===== src/rtl/inst_rom_fetch.sv =====
// Loadable instruction memory with a valid/ready fetch channel, a fixed-latency
// pipeline, an in-order output FIFO, per-request error flags and redirect flush.
module inst_rom_fetch #(
    parameter int ADDR_W = 32,
    parameter int DATA_W = 32,
    parameter int DEPTH  = 32,
    parameter int LAT    = 1,
    localparam int AW    = $clog2(DEPTH)
) (
    input  logic              clk,
    input  logic              rst_n,
    input  logic              req_valid,
    output logic              req_ready,
    input  logic [ADDR_W-1:0] req_addr,
    output logic              rsp_valid,
    input  logic              rsp_ready,
    output logic [DATA_W-1:0] rsp_inst,
    output logic [1:0]        rsp_err,
    input  logic              ld_en,
    input  logic [AW-1:0]     ld_addr,
    input  logic [DATA_W-1:0] ld_data,
    input  logic              flush
);

    localparam int FIFO_D     = LAT + 1;
    localparam int CW         = $clog2(LAT + 2);
    localparam int FIFO_SLOTS = 1 << CW;
    localparam logic [ADDR_W-1:0] LIMIT   = ADDR_W'(4 * DEPTH);
    localparam logic [CW:0]       CREDITS = (CW+1)'(LAT + 1);
    localparam logic [CW-1:0]     LAST    = CW'(FIFO_D - 1);

    logic [DATA_W-1:0] mem [DEPTH];

    logic              ready_en;
    logic              accept;
    logic              pop;
    logic [AW-1:0]     fetch_idx;
    logic [1:0]        fetch_err;
    logic [DATA_W-1:0] fetch_inst;

    logic              push_valid;
    logic [DATA_W-1:0] push_inst;
    logic [1:0]        push_err;
    logic              stage_busy;

    logic [DATA_W-1:0] fifo_inst [FIFO_SLOTS];
    logic [1:0]        fifo_err  [FIFO_SLOTS];
    logic [CW-1:0]     wr_ptr;
    logic [CW-1:0]     rd_ptr;
    logic [CW-1:0]     count;
    logic [CW:0]       inflight;

    always_ff @(posedge clk) begin
        if (ld_en) begin
            mem[ld_addr] <= ld_data;
        end
    end

    // Errors are resolved at acceptance so an erroring fetch carries a NOP down the pipe.
    assign fetch_idx  = req_addr[AW+1:2];
    assign fetch_err  = {req_addr >= LIMIT, req_addr[1:0] != 2'b00};
    assign fetch_inst = (fetch_err != 2'b00) ? '0 : mem[fetch_idx];

    always_ff @(posedge clk or negedge rst_n) begin
        if (!rst_n) begin
            ready_en <= 1'b0;
        end else begin
            ready_en <= 1'b1;
        end
    end

    // Every accepted request already owns a FIFO slot, so nothing stalls downstream.
    assign inflight  = {1'b0, count} + {{CW{1'b0}}, stage_busy};
    assign req_ready = ready_en && !ld_en && !flush && (inflight < CREDITS);
    assign accept    = req_valid && req_ready;
    assign pop       = rsp_valid && rsp_ready;

    generate
        if (LAT == 2) begin : g_stage
            logic              stage_valid;
            logic [DATA_W-1:0] stage_inst;
            logic [1:0]        stage_err;

            always_ff @(posedge clk or negedge rst_n) begin
                if (!rst_n) begin
                    stage_valid <= 1'b0;
                    stage_inst  <= '0;
                    stage_err   <= 2'b00;
                end else begin
                    stage_valid <= accept && !flush;
                    if (accept) begin
                        stage_inst <= fetch_inst;
                        stage_err  <= fetch_err;
                    end
                end
            end

            assign push_valid = stage_valid;
            assign push_inst  = stage_inst;
            assign push_err   = stage_err;
            assign stage_busy = stage_valid;
        end else begin : g_direct
            assign push_valid = accept;
            assign push_inst  = fetch_inst;
            assign push_err   = fetch_err;
            assign stage_busy = 1'b0;
        end
    endgenerate

    always_ff @(posedge clk) begin
        if (push_valid) begin
            fifo_inst[wr_ptr] <= push_inst;
            fifo_err[wr_ptr]  <= push_err;
        end
    end

    // Flush drops both the buffered responses and any write landing this edge.
    always_ff @(posedge clk or negedge rst_n) begin
        if (!rst_n) begin
            wr_ptr <= '0;
            rd_ptr <= '0;
            count  <= '0;
        end else if (flush) begin
            wr_ptr <= '0;
            rd_ptr <= '0;
            count  <= '0;
        end else begin
            if (push_valid) begin
                wr_ptr <= (wr_ptr == LAST) ? '0 : wr_ptr + CW'(1);
            end
            if (pop) begin
                rd_ptr <= (rd_ptr == LAST) ? '0 : rd_ptr + CW'(1);
            end
            if (push_valid && !pop) begin
                count <= count + CW'(1);
            end else if (!push_valid && pop) begin
                count <= count - CW'(1);
            end
        end
    end

    assign rsp_valid = (count != '0);
    assign rsp_inst  = rsp_valid ? fifo_inst[rd_ptr] : '0;
    assign rsp_err   = rsp_valid ? fifo_err[rd_ptr] : 2'b00;

endmodule


===== config.mk =====
export PLATFORM = sky130hd
export DESIGN_NAME = inst_rom_fetch
export DESIGN_NICKNAME = d
export VERILOG_FILES = /design/src/rtl/inst_rom_fetch.sv
export SDC_FILE = /design/constraint.sdc
export NUM_CORES = 1
export LEC_CHECK = 0
export ABC_CLOCK_PERIOD_IN_PS = 4100
export BUFFER_PORTS_ARGS = -buffer_cell sky130_fd_sc_hd__clkbuf_2
export CORE_ASPECT_RATIO = 0.7
export CORE_MARGIN = 3
export CORE_UTILIZATION = 55
export CTS_CLUSTER_SIZE = 24
export DETAILED_ROUTE_END_ITERATION = 10
export HOLD_SLACK_MARGIN = 0.05
export PLACE_DENSITY = 0.81
export SKIP_CTS_REPAIR_TIMING = 1
export SLEW_MARGIN = 20
export SYNTH_ARGS = -nofsm -noshare
export SYNTH_HDL_FRONTEND = slang
export SYNTH_SLANG_ARGS = --single-unit

===== constraint.sdc =====
create_clock -name clk -period 4.1 [get_ports clk]
set_input_delay 0.615 -clock clk [delete_from_list [all_inputs] [get_ports clk]]
set_output_delay 0.615 -clock clk [all_outputs]
set_load 0.02 [all_outputs]

Word-level counts from Yosys, hierarchy flattened

Memories as Yosys holds them, arrays and structs flattened.
Cells that the tools add are included.

Add/subtract/negate cells: 4
$mul: 0
Divide/modulo/power cells: 0
Magnitude comparators: 2
Equal/unequal tests: 2
Shift operators: 0
Multiplexer cells: 16
Bitwise gates (word level): 0
Reduce and logical (&&, ||, !) cells: 17

Operators with widths:

| operator              | count |
|---|---|
| $mux W32              | 2 |
| $ge A32 B8 Y1 const B | 1 |
| $mux W2               | 10 |
| $reduce_bool A2 Y1    | 5 |
| $logic_and A1 B1 Y1   | 7 |
| $add A2 B1 Y2 const B | 3 |
| $eq A2 B1 Y1 const B  | 2 |
| $logic_not A1 Y1      | 4 |
| $mux W1               | 4 |
| $reduce_bool A3 Y1    | 1 |
| $lt A2 B2 Y1 const B  | 1 |
| $sub A2 B1 Y2 const B | 1 |

Register bits after elaboration: 7
Bits in latches: 0
Memory bits (writable): 1160
ROM bits: 0
Bits of input ports: 75
Output and inout bits: 36
Word-level logic and storage cells: 48
Memories: 3

Memories:

| memory    | words | width | rd ports | clocked after Yosys merged registers in | write ports | RTL line | source |
|---|---|---|---|---|---|---|---|
| mem       | 32    | 32    | 1        | 0                                       | 1           | 32       | `logic [DATA_W-1:0] mem [DEPTH];` |
| fifo_inst | 4     | 32    | 1        | 0                                       | 1           | 46       | `logic [DATA_W-1:0] fifo_inst [FIFO_SLOTS];` |
| fifo_err  | 4     | 2     | 1        | 0                                       | 1           | 47       | `logic [1:0] fifo_err [FIFO_SLOTS];` |

Depth between registers and ports, before layout

Gate-level depths: netlist (run 1).

Depth in word-level cells: 10
Gate-level depth with buffers: 9
Gate-level depth less buffers: 5

Worst setup path after synthesis (run 1)

No wires, ideal clock.

Path type: input port to flip-flop
From: in flush
To: mem fifo_err[0][0], enable pin
Library setup time: 0.468 ns
Arrival: 4.256 ns
Data required time: 3.632 ns
Slack: -0.624 ns
Stages on the path: 3
Buffers on the path: 0
Path through: nor4b_1 nand2_1 nor3_1

Word-level cells in the longest chain between the ends: 6

RTL lines:

| element                           | RTL line | source |
|---|---|---|
| start: declaration                | 22       | `input logic flush` |
| $logic_not A1 Y1                  | 74       | `assign req_ready = ready_en && !ld_en && !flush && (inflight < CREDITS);` |
| $logic_and A1 B1 Y1 (2 in series) | 74       |  |
| $logic_and A1 B1 Y1               | 75       | `assign accept = req_valid && req_ready;` |
| $mux W1                           | 111      | `if (push_valid) begin` |
| $mux W1 (implied by the code)     | 113      | `fifo_err[wr_ptr] <= push_err;` |
| end: declaration                  | 47       |  |

No other way between the ends.

Final worst setup path (run 1)

From: reg rd_ptr[0]
To: out rsp_inst[13]

Word-level cells in the longest chain between the ends: 2

RTL lines:

| element                  | RTL line | source |
|---|---|---|
| start: declaration       | 49       | `logic [CW-1:0] rd_ptr;` |
| start signal: assignment | 132      | `rd_ptr <= (rd_ptr == LAST) ? '0 : rd_ptr + CW'(1);` |
| $mem_v2 Z4 W32           | -        |  |
| $mux W32                 | 143      | `assign rsp_inst = rsp_valid ? fifo_inst[rd_ptr] : '0;` |
| end: declaration         | 17       | `output logic [DATA_W-1:0] rsp_inst,` |

No other way between the ends.

==> results of run 1 <==
==> report_power, final <==
group,switching [mW],internal [mW],leakage [nW]
clock network,4.10,4.95,1.49
logic,0.877,0.483,5.41
registers,0.0431,13.2,10.8
==> per-stage QoR <==
stage,instances,setup WS (ns),power [mW]
after floorplan,2334,-0.624,14.4
after global placement,3464,0.891,14.8
after detailed placement,3464,0.845,14.9
after CTS,3640,0.511,23.7
after global routing,3643,0.466,24.3
final,3647,0.566,23.7
==> cells in the final DEF (no fill, tap or decap), drive strengths merged, types with 3 or more instances in the layout <==
cell type  instances
a221oi           124
a22o             124
and2              36
buf               98
bufinv             6
clkbuf           234
clkinv            42
dfrtp              7
diode              6
edfxtp          1160
inv                4
mux2i            503
mux4              38
nand2              6
nand2b             3
nand3              4
nand3b             5
nor2              41
nor3              34
nor4               6
o22ai             62
or2                4
or3b               3
xor2               3
==> state kept, by name, summed over array words and instances (netlist names) <==
register and cells:
fifo_inst 128, mem 1024, rd_ptr 2, ready_en 1
wr_ptr 2, count 2, fifo_err 8
==> metal layers <==
layer  wire length, microns  global-route usage  vias to the layer above  part of all wire
li1                       -                   -                     9983                 -
met1                  44800               0.389                    12500              0.38
met2                  53700               0.411                     1859              0.45
met3                  15300              0.0674                      307              0.13
met4                   4640               0.105                        6             0.039
met5                     37                   0                        -           0.00031
==> worst max-delay path, stage by stage (launching register included) <==
cell	delay (ns)
dfrtp_2	0.86
buf_12	0.32
mux4_2	0.64
and2_1	0.20
clkbuf_2	0.16
==> cell families (layout without fill, tap and decap cells) <==
kind of cell | Yosys count | count (layout) | share of synthesized area
AO/OA/AOI/OAI | 318 | 318 | 0.0635
buffers and inverters | 148 | 387 | 0.0231
AND/OR/NAND/NOR | 153 | 153 | 0.0213
other | 1 | 7 | 0.0000817
multiplexers | 543 | 543 | 0.129
XOR/XNOR | 4 | 4 | 0.000763
flip-flops | 1167 | 1167 | 0.763
==> path summary, 6_finish.rpt <==
kind,from,to,slack [ns],cells after the start
min,flush,rd_ptr[0],0.20,2
max,rd_ptr[0],rsp_inst[13],0.57,4
max reg2reg,count[1],fifo_inst[0][3],1.55,4
max in group asynchronous,rst_n,rd_ptr[0],3.59,2
min in group asynchronous,rst_n,wr_ptr[1],0.32,2
min reg2reg,count[1],count[1],0.61,2
==> area by class of cell <==
type,count,area (sq um)
Sequential cell,1167,35000
Fill cell,5369,30400
Multi-Input combinational cell,1019,10100
Clock buffer,125,2660
Timing Repair Buffer,208,1710
Tap cell,1068,1340
Clock inverter,51,390
Antenna cell,6,15.0
Inverter,3,11.3
==> results.tsv, run 1 <==
metric	value	unit
DIE AREA	87000	sq um
leakage power	17.7	nW
fmax	283	MHz
Detailed Route WL	119000	microns
number of synthesized flops with an enable pin	1160	
syn avg cell area	19.7	sq um
CTS tree	done	
crit end category	output port	
Chip Width	351	microns
initial core utilization	0.562	
Max Cap Viol	0	
CTS sink cnt	1167	
Worst Tran Pin Value	1.03	ns
Max Slew Vio Count	0	
top cell type's share of synthesized area	0.759	
Core Footprint	81600	sq um
final hold vios	0	
number of vias per cell	6.75	
CP required	3.48	ns
HPWL Detailed	66000	microns
Final Cell Area	51300	sq um
WHS	0.202	ns
layout cells sized above 1	0.196	
run status	completed	
synthesis-to-layout area growth	11.7	%
# IOs	111	
post-route ant nets	0	
# DRC	0	
distinct cell type count after synthesis	50	
post-DR wirelength/cell	32.5	microns
largest net degree at the start of global routing	81	
cts bufs inserted	97	
crit path max fanout	24	
Ys Warns	0	
Clock Tree Root	clkbuf_16	
final net count	2571	
Syn Std Cell Area	45900	sq um
Mapped Cells	2334	
worst clock skew	0.0238	ns
Yosys reg bits	1167	
Placed Area	48200	sq um
Main synth FF type	edfxtp_1	
WS Path Type	reg2out	
Slew HR	0.312	
RSZ-0062 raised after global routing	false	
TritonRoute pass-1 iters	6	
CTS max path bufs	3	
Max VDD drop	0.419	mV
Synth area leader	edfxtp_1	
GPL Wtd Cong	0.835	
largest cells by area after synthesis	edfxtp_1, mux2i_1, a22o_1	
first-pass GRT wire length	170000	microns
crit share post-route	0.862	
number of global-route vias before repair	24400	
DR iter-0 viols	3384	
Syn Nets	2409	
setup TNS	0	ns
vias	24600	
Die H	248	microns
fin util	0.628	
Placement Rows	87	
most frequent cell after synthesis	edfxtp_1	
Clk Latency, worst-skew pair	0.68	ns
CP arrival	2.92	ns
synth cell count leaders	edfxtp_1, mux2i_1, a22o_1	
final critical-path required period	3.53	ns
sequential share of the synthesized area	0.763	
GRT Overall Usage	0.273	
Worst-path clk slew	0.06	ns
H-Tree Depth	3	
worst hold path class	in2reg	
final setup fails	0	
share of synthesized registers carrying an async set or reset	0.00600	
grt total ovfl	0	
initial antenna violation count	9	
Startpoint Class	flip-flop	
Power Dens Cells	462	nW/um^2
Port Buffers	110	
Power figures use the tool's default switching activity.
==> run 2, diff against run 1 <==
--- a/config.mk
+++ b/config.mk
@@ -5,7 +5,7 @@
 export SDC_FILE = /design/constraint.sdc
 export NUM_CORES = 1
 export LEC_CHECK = 0
-export ABC_CLOCK_PERIOD_IN_PS = 4100
+export ABC_CLOCK_PERIOD_IN_PS = 3800
 export BUFFER_PORTS_ARGS = -buffer_cell sky130_fd_sc_hd__clkbuf_2
 export CORE_ASPECT_RATIO = 0.7
 export CORE_MARGIN = 3
==> constraint.sdc (replaced) <==
create_clock -name clk -period 3.8 [get_ports clk]
set_input_delay 0.57 -clock clk [delete_from_list [all_inputs] [get_ports clk]]
set_output_delay 0.57 -clock clk [all_outputs]
set_load 0.02 [all_outputs]
==> run 2 against run 1 <==
Effect of this change: worst setup slack worse by 0.080 ns; via count is 0.95% lower; clock-buffer cell count decreased by 3; largest power group unchanged; cell count grew 0.41%; critical endpoint is now rsp_inst[12].
==> results.tsv, run 2 (same netlist as run 1, synthesis figures left out) <==
metric	value	unit	change
Clk Latency, worst-skew pair	0.67	ns	about the same
RSZ-0062 raised after global routing	false		
TritonRoute pass-1 iters	6		unchanged
number of vias per cell	6.66		-1.4%
post-route ant nets	0		unchanged
CTS tree	done		
Clock Tree Root	clkbuf_16		
setup TNS	0	ns	unchanged
Reg2Reg Depth	4		unchanged
Startpoint Class	flip-flop		
post-DR wirelength/cell	31.9	microns	-1.9%
WHS	0.144	ns	-0.0588 ns
run status	completed		
WP buf/inv	2		unchanged
Core Footprint	81600	sq um	unchanged
crit end category	output port		
# IOs	111		unchanged
Die H	248	microns	unchanged
leakage power	17.7	nW	+0.36%
worst clock skew	0.0157	ns	-0.00808 ns
Port Buffers	110		unchanged
GRT Overall Usage	0.268		-0.00453
Worst Tran Pin Value	1.08	ns	+0.0479 ns
Max Slew Vio Count	0		unchanged
CP required	3.23	ns	-0.25 ns
DIE AREA	87000	sq um	unchanged
Final WS setup	0.487	ns	-0.0798 ns
final setup fails	0		unchanged
Slew HR	0.282		-0.0298
slowest CP cell	dfrtp_2		
Chip Width	351	microns	unchanged
H-Tree Depth	3		unchanged
CTS sink cnt	1167		unchanged
Sw Pwr	5.43	mW	+8.2%
final critical-path required period	3.31	ns	
CTS max path bufs	3		unchanged
commonest non-fill, non-tap cell in the layout	edfxtp_1		
# DRC	0		unchanged
Stages on worst setup path	4		unchanged
cts bufs inserted	97		unchanged
largest net degree at the start of global routing	54		-33%
R2R Setup Slk	1.18	ns	-0.37 ns
HPWL Detailed	64500	microns	-2.2%
number of global-route vias before repair	24000		-1.8%
GPL Wtd Cong	0.831		-0.48%
reg2reg start	count[1]		
CP startpoint	rd_ptr[0]		
vias	24400		-0.95%
Top reg by flops	mem		
first-pass GRT wire length	166000	microns	-1.8%
Max Cap Viol	0		unchanged
WS Path Type	reg2out		
Clk pwr share	0.382		about the same
max FFs per register	1024		unchanged
RR Endpoint	fifo_inst[3][28]		
layout cells sized above 1	0.199		+0.00319
final net count	2588		+0.66%
Detailed Route WL	117000	microns	-1.5%
fmax	302	MHz	
crit share post-route	0.872		
DR iter-0 viols	3346		-1.1%
Pwr Total	25.6	mW	+8.0%
worst hold path class	in2reg		
worst setup path end	rsp_inst[12]		
Critical Path Max Stage Delay	0.71	ns	-0.15 ns
crit path max fanout	27		+13%
Seq pwr share	0.560		about the same
grt total ovfl	0		unchanged
post-place setup slack	0.431	ns	-0.414 ns
Power Dens Cells	498	nW/um^2	+7.7%
Placement Rows	87		unchanged
CP Cell Sequence	buf_12 -> mux4_2 -> and2_1 -> clkbuf_2		
Worst-path clk slew	0.06	ns	about the same
kind of cell adding the most delay to the critical path	flip-flops		
combinational power share	0.058		about the same
final hold vios	0		unchanged
commonest non-fill, non-tap cells in the layout	edfxtp_1, mux2i_1, a22o_1, clkbuf_2, clkbuf_16		
initial antenna violation count	3		-6
initial core utilization	0.562		unchanged
leading registers by flop count	mem: 1024 flops, fifo_inst: 128 flops, fifo_err: 8 flops		
Max VDD drop	0.524	mV	+25%
sw frac	0.212		+0.000475
CP arrival	2.74	ns	-0.18 ns
synthesis-to-layout area growth	11.9	%	
internal power	20.1	mW	+7.9%
[run 2: layout make-up]
type,instances,area (sq um)
inverter,3,11.3
clock inverter,56,442
clock buffer,122,2610
multi-input combinational,1019,10100
tap,1068,1340
sequential,1167,35000
fill,5325,30300
antenna,2,5.00
timing repair buffer,225,1840
[run 2: power groups by stage]
stage	Clock, mW	Combinational [mW]	Sequential, mW
global route	10.3	1.56	14.3
detailed placement	0	1.45	14.6
floorplan	0	0.903	14.6
finish	9.76	1.49	14.3
CTS	9.79	1.47	14.3
global placement	0	1.41	14.6
[run 2: worst reg2reg max path: cells and delay by family, from the launching register on]
kind,cells,cell delay [ns]
simple gates,3,1.48
flops,1,0.40
buf+inv,1,0.42
[run 2: metal layers]
layer  wire, microns  share of wire  global-route usage
met2           53200           0.46               0.405
met5              13        0.00011                   0
met3           16000           0.14              0.0805
met1           43800           0.38               0.380
met4            3730          0.032              0.0854
[run 2: worst min-delay path by stage]
stage	from	end	slack, ns	cells past startpoint
global placement	rst_n	count[1]	0.41	1
detailed placement	rst_n	count[1]	0.41	1
global route	rsp_ready	rd_ptr[1]	0.13	2
floorplan	rst_n	count[0]	0.27	0
finish	rsp_ready	rd_ptr[1]	0.14	2
CTS	rst_n	wr_ptr[0]	-0.30	1
[run 2: per-stage QoR]
stage / area [sq um] / cells / util
after floorplan: 45900 / 2334 / -
after global placement: 48300 / 3481 / 0.592
after detailed placement: 48300 / 3481 / 0.592
after CTS: 51400 / 3659 / 0.629
after global routing: 51400 / 3661 / 0.629
final: 51400 / 3662 / 0.629
